[src/rtl/clk_wiz_vio_if.sv]
// Probe bus between the processor-side debug logic and clk_wiz_vio.
//   w_probe   : 32-bit probe value (core result register)
//   w_hold    : freeze probe capture
//   w_probe_q : captured probe value
//   w_chg     : one-cycle pulse when the captured value changes
//   w_cnt     : saturating count of captured changes
//   w_par     : byte parity of w_probe_q (zero when parity is compiled out)
// master drives w_probe/w_hold; slave (clk_wiz_vio) drives the results.
interface clk_wiz_vio_if;
  logic [31:0] w_probe;
  logic        w_hold;
  logic [31:0] w_probe_q;
  logic        w_chg;
  logic [15:0] w_cnt;
  logic [3:0]  w_par;

  modport master (
    output w_probe, w_hold,
    input  w_probe_q, w_chg, w_cnt, w_par
  );

  modport slave (
    input  w_probe, w_hold,
    output w_probe_q, w_chg, w_cnt, w_par
  );
endinterface

[src/rtl/clk_wiz_vio.sv]
// clk_wiz_vio: board-level clock divider with lock indicator plus a probe
// capture register that tracks value changes of the core result.
// Ports:
//   w_clk    : reference clock, all logic on rising edge
//   w_rst    : synchronous active-high reset
//   w_clk2   : w_clk / DIV, 50% duty
//   w_locked : high once LOCK_CYCLES edges have passed since reset release
//   vio      : probe bus (clk_wiz_vio_if.slave)
// Parameters: DIV (even, >= 2), LOCK_CYCLES (1..65535).
// Optional feature: define CLKWIZ_VIO_PARITY_EN to register a byte-parity
// nibble of w_probe_q on w_par; otherwise w_par is tied to zero.
module clk_wiz_vio #(
  parameter int DIV         = 2,
  parameter int LOCK_CYCLES = 16
) (
  input  logic        w_clk,
  input  logic        w_rst,
  output logic        w_clk2,
  output logic        w_locked,
  clk_wiz_vio_if.slave vio
);

  localparam int              HALF     = DIV / 2;
  localparam int              DW       = (HALF > 1) ? $clog2(HALF) : 1;
  localparam logic [DW-1:0]   DIV_LAST = DW'(HALF - 1);
  localparam logic [15:0]     LOCK_N   = 16'(LOCK_CYCLES);

  function automatic logic [15:0] sat_inc(input logic [15:0] v);
    return (v == 16'hFFFF) ? v : v + 16'd1;
  endfunction

  logic [DW-1:0] div_cnt_q, div_cnt_d;
  logic          clk2_q, clk2_d;
  logic [15:0]   lock_cnt_q, lock_cnt_d;
  logic          locked_q, locked_d;
  logic [31:0]   probe_q_q, probe_q_d;
  logic          chg_q, chg_d;
  logic [15:0]   cnt_q, cnt_d;

  always_comb begin
    div_cnt_d = div_cnt_q + DW'(1);
    clk2_d    = clk2_q;
    if (div_cnt_q == DIV_LAST) begin
      div_cnt_d = '0;
      clk2_d    = ~clk2_q;
    end

    lock_cnt_d = (lock_cnt_q < LOCK_N) ? lock_cnt_q + 16'd1 : lock_cnt_q;
    // Counter never moves past LOCK_N, so this stays high until reset.
    locked_d   = (lock_cnt_d == LOCK_N);

    // Capture is gated by the registered lock flag, so the first capture
    // lands one edge after w_locked rises.
    probe_q_d = probe_q_q;
    chg_d     = 1'b0;
    cnt_d     = cnt_q;
    if (locked_q && !vio.w_hold) begin
      probe_q_d = vio.w_probe;
      chg_d     = (vio.w_probe != probe_q_q);
      if (chg_d) cnt_d = sat_inc(cnt_q);
    end
  end

  always_ff @(posedge w_clk) begin
    if (w_rst) begin
      div_cnt_q  <= '0;
      clk2_q     <= 1'b0;
      lock_cnt_q <= '0;
      locked_q   <= 1'b0;
      probe_q_q  <= '0;
      chg_q      <= 1'b0;
      cnt_q      <= '0;
    end else begin
      div_cnt_q  <= div_cnt_d;
      clk2_q     <= clk2_d;
      lock_cnt_q <= lock_cnt_d;
      locked_q   <= locked_d;
      probe_q_q  <= probe_q_d;
      chg_q      <= chg_d;
      cnt_q      <= cnt_d;
    end
  end

`ifdef CLKWIZ_VIO_PARITY_EN
  function automatic logic [3:0] byte_parity(input logic [31:0] v);
    return {^v[31:24], ^v[23:16], ^v[15:8], ^v[7:0]};
  endfunction

  logic [3:0] par_q, par_d;

  // Parity of the already-captured value, hence one cycle behind w_probe_q.
  always_comb par_d = byte_parity(probe_q_q);

  always_ff @(posedge w_clk) begin
    if (w_rst) par_q <= 4'b0000;
    else       par_q <= par_d;
  end

  assign vio.w_par = par_q;
`else
  assign vio.w_par = 4'b0000;
`endif

  assign w_clk2        = clk2_q;
  assign w_locked      = locked_q;
  assign vio.w_probe_q = probe_q_q;
  assign vio.w_chg     = chg_q;
  assign vio.w_cnt     = cnt_q;

endmodule

[src/flat_wrapper.sv]
// flat-port wrapper written by rule: the top's interface ports become plain ports
module clk_wiz_vio_flat 
#(
  parameter int DIV         = 2,
  parameter int LOCK_CYCLES = 16
)
  (w_clk, w_rst, w_clk2, w_locked, vio_w_probe, vio_w_hold, vio_w_probe_q, vio_w_chg, vio_w_cnt, vio_w_par);
  clk_wiz_vio_if vio_i ();
  input  logic w_clk;
  input  logic w_rst;
  output logic w_clk2;
  output logic w_locked;
  input wire logic [$bits(vio_i.w_probe)-1:0] vio_w_probe;
  input wire logic [$bits(vio_i.w_hold)-1:0] vio_w_hold;
  output wire logic [$bits(vio_i.w_probe_q)-1:0] vio_w_probe_q;
  output wire logic [$bits(vio_i.w_chg)-1:0] vio_w_chg;
  output wire logic [$bits(vio_i.w_cnt)-1:0] vio_w_cnt;
  output wire logic [$bits(vio_i.w_par)-1:0] vio_w_par;
  assign vio_i.w_probe = vio_w_probe;
  assign vio_i.w_hold = vio_w_hold;
  assign vio_w_probe_q = vio_i.w_probe_q;
  assign vio_w_chg = vio_i.w_chg;
  assign vio_w_cnt = vio_i.w_cnt;
  assign vio_w_par = vio_i.w_par;
  clk_wiz_vio #(.DIV(DIV), .LOCK_CYCLES(LOCK_CYCLES)) u_core (.w_clk(w_clk), .w_rst(w_rst), .w_clk2(w_clk2), .w_locked(w_locked), .vio(vio_i));
endmodule
[config.mk]
export PLATFORM = sky130hd
export DESIGN_NAME = clk_wiz_vio_flat
export DESIGN_NICKNAME = d
export VERILOG_FILES = /design/src/rtl/clk_wiz_vio_if.sv /design/src/rtl/clk_wiz_vio.sv /design/src/flat_wrapper.sv
export SDC_FILE = /design/constraint.sdc
export NUM_CORES = 1
export LEC_CHECK = 0
export CAP_MARGIN = 20
export CELL_PAD_IN_SITES_DETAIL_PLACEMENT = 1
export CELL_PAD_IN_SITES_GLOBAL_PLACEMENT = 1
export CORE_UTILIZATION = 37
export CTS_CLUSTER_DIAMETER = 80
export DETAILED_ROUTE_END_ITERATION = 6
export PLACE_DENSITY_LB_ADDON = 0.1
export SKIP_CTS_REPAIR_TIMING = 1
export SYNTH_ARGS = -nofsm -noshare
export SYNTH_HDL_FRONTEND = slang
export SYNTH_SLANG_ARGS = --single-unit
export TNS_END_PERCENT = 5
[constraint.sdc]
create_clock -name w_clk -period 4.9 [get_ports w_clk]
set_input_delay 0.98 -clock w_clk [delete_from_list [all_inputs] [get_ports w_clk]]
set_output_delay 0.98 -clock w_clk [all_outputs]
set_load 0.005 [all_outputs]
==> metrics.md <==
| Metric | Value |
|---|---|
| Outcome | `finished, final reports clean` |
| Crit-path max FO | `22` |
| Placement Cell Area | `3900 um2` |
| Number of global-route vias before repair | `2683` |
| Synth Warn # | `0` |
| Max Cap Viol | `0` |
| Final WL | `8.01 mm` |
| DR vias | `2741` |
| Nets | `468` |
| Setup crit end kind | `flop` |
| WL/cell | `14.9 um` |
| Wire length of the first global-routing pass | `13.1 mm` |
| Die ar. | `8520 um2` |
| Vias per cell | `5.09` |
| Std cell rows | `32` |
| Final hold slack | `0.471 ns` |
| Worst slew pin tran | `0.809 ns` |
| Yosys cell types | `46` |
| Mean post-synth cell area | `8.65 um2` |
| Total GRT Usage | `0.197` |
| DP Wirelength | `5.49 mm` |
| Starting density of the core | `0.387` |
| Core Area | `7810 um2` |
| Final period utilization | `0.668` |
| Clock Tree Buf Depth | `2` |
| Arrival @ worst endpoint | `3.50 ns` |
| Die width | `92.3 um` |
| DR pass1 iterations | `4` |
| Final Hold Viols | `0` |
| TritonCTS clock tree | `done` |
| Initial DRC count | `85` |
| Dpl cells | `521` |
| Clock Power Share | `0.430` |
| Post-route insts no fill | `538` |
| Top-count cell post-synth | `nand2_1` |
| Switch Pwr | `246 uW` |
| Chip Height | `92.3 um` |
| Synth top cells by count | `nand2_1 (70), dfxtp_1 (68), a21oi_1 (45), xor2_1 (35), nor2_1 (15)` |
| GR Overflow Total | `0` |
| Register area share after synthesis | `0.451` |
| Setup-failing EPs final | `0` |
| Post-synthesis async set-or-reset flop share | `0` |
| Antenna violations before repair | `0` |
| Leak pwr | `0.00146 uW` |
| Inserted Clock Buffers | `9` |
| Synthesized flop and latch total | `68` |
| Ant. Diodes | `0` |
| Pin count of the biggest net entering global routing | `68` |
| Fraction of layout instances using a drive strength above 1 | `0.0734` |
| Top-area cell type share of the netlist area | `0.451` |
| Rel. slew slack | `0.461` |
| Clock sink count | `68` |
| Register Area | `1360 um2` |
| Max rail drop VDD | `0.143 mV` |
| Clock-pin slew of the registers on the worst-case setup and hold paths | `0.07 ns` |
| Final design utilization | `0.526` |
| Reg power frac | `0.509` |
| Logic pwr share | `0.062` |
| WP data required | `5.13 ns` |
| Pins Over Slew Limit | `0` |
| IO buf count | `85` |
| Register-to-register setup slack | `2.37 ns` |
| Syn Std Cell Area | `3020 um2` |
| Clock Latency Late Sink | `0.34 ns` |
| Startpoint Class | `input pin` |
| Power Density | `268 nW/um2` |
| Hold Crit Class | `flop to flop` |
| Crit path kind | `input pin to flop` |
| FMAX | `306 MHz` |
| Int Power | `854 uW` |
| Area Overhead vs Synth | `36.2%` |
| Fin crit period | `3.27 ns` |
| # DRC | `0` |
| Area leader, netlist | `dfxtp_1` |
| Antenna-violating nets left | `0` |
| Layout Skew | `0.00840 ns` |
| Area of the multi-input gates | `1530 um2` |
| Final GP Congestion | `0.750` |
| CTS Root Cell | `clkbuf_8` |
| Switching share of power | `0.224` |
| H-tree lvl count | `3` |
| Io pins | `90` |
| Fin area | `4110 um2` |
| Post-synth EDFFs | `0` |
| FILL cells | `926` |
| Fin Setup TNS | `0 ns` |
| Cells after Synth | `349` |
| Ranking of synthesized cells by area | `dfxtp_1 (45%), xor2_1 (10%), nand2_1 (8.7%)` |
| Top FF cell, synth | `dfxtp_1` |
| RSZ-0062 raised after global routing | `false` |
power by group through the flow:
stage / combinational, uW / sequential, uW / clock [uW]
after global routing: 74.0 / 560 / 505
after CTS: 68.8 / 559 / 488
after detailed placement: 68.1 / 572 / 0
after global placement: 67.1 / 572 / 0
after floorplan: 28.5 / 572 / 0
final: 67.7 / 559 / 473
routing by layer:
layer	track usage	vias to the layer above	part of all wire
met5	0	-	0
met4	0.0729	0	0.017
met3	0.0591	15	0.054
met2	0.341	60	0.50
met1	0.228	1315	0.43
li1	-	1351	-
stage by stage:
step           worst slack (ns)  power, uW
3_3_place_gp               1.41        639
3_5_place_dp               1.34        640
4_1_cts                    1.64       1120
2_1_floorplan              2.56        600
6_report                   1.63       1100
5_1_grt                    1.46       1140
final cells by class:
type | instances | area share
timing repair buffer | 89 | 0.213
tap | 102 | 0.0311
inverter | 3 | 0.00274
multi-input combinational | 260 | 0.373
clock buffer | 12 | 0.0377
clock inverter | 4 | 0.0116
sequential | 68 | 0.331
registers in the layout, summed over array words and instances, names as in the netlist:
name	flops
u_core.vio.w_probe_q	32
u_core.div_cnt_q	1
u_core.lock_cnt_q	16
u_core.vio.w_cnt	16
u_core.w_clk2	1
u_core.w_locked	1
u_core.vio.w_chg	1
cell families after synthesis:
logic type	after synthesis	share of synthesized area
AND/OR/NAND/NOR	147	0.243
multiplexers	2	0.00829
AO/OA/AOI/OAI	67	0.134
buffers and inverters	25	0.0473
XOR/XNOR	37	0.107
adder cells (fa/ha/maj)	2	0.00829
flip-flops	68	0.451
other	1	0.00124
final timing paths:
check        cells after the start                                end                             startpoint
min reg2reg                      1    u_core.lock_cnt_q[5]$_SDFF_PP0_        u_core.lock_cnt_q[5]$_SDFF_PP0_
max                              7  u_core.vio.w_cnt[11]$_SDFFE_PP0P_                        vio_w_probe[25]
min                              1    u_core.lock_cnt_q[5]$_SDFF_PP0_        u_core.lock_cnt_q[5]$_SDFF_PP0_
max reg2reg                      6  u_core.vio.w_cnt[11]$_SDFFE_PP0P_  u_core.vio.w_probe_q[25]$_SDFFE_PP0P_
worst max-delay path: stages:
cell             delay, ns
clkdlybuf4s50_1       0.44
xor2_1                0.16
nor4_1                0.53
nand4_1               0.28
o21ai_2               0.70
nor2b_2               0.10
mux2_4                0.32
cell usage in the layout, fill, tap and decap left out, types with 2 or more instances in the layout:
cell type         n
xnor2_1           2
conb_1            5
nand2_1          70
nor2_1           15
nor2b_2           2
o21ai_0           3
nor4_1           10
inv_1             3
o21ai_1           2
clkbuf_8         11
xor2_1           35
nand4_1           6
o21a_1            2
ha_1              2
nor3_1            3
clkinv_2          2
or3_1             4
dfxtp_1          68
or4_1             7
nand3_1           7
o31ai_1           7
a21oi_1          45
nor2b_1          11
o41ai_1           2
buf_4             4
clkdlybuf4s50_1  84
No activity file was read; power rests on OpenSTA's default activity.
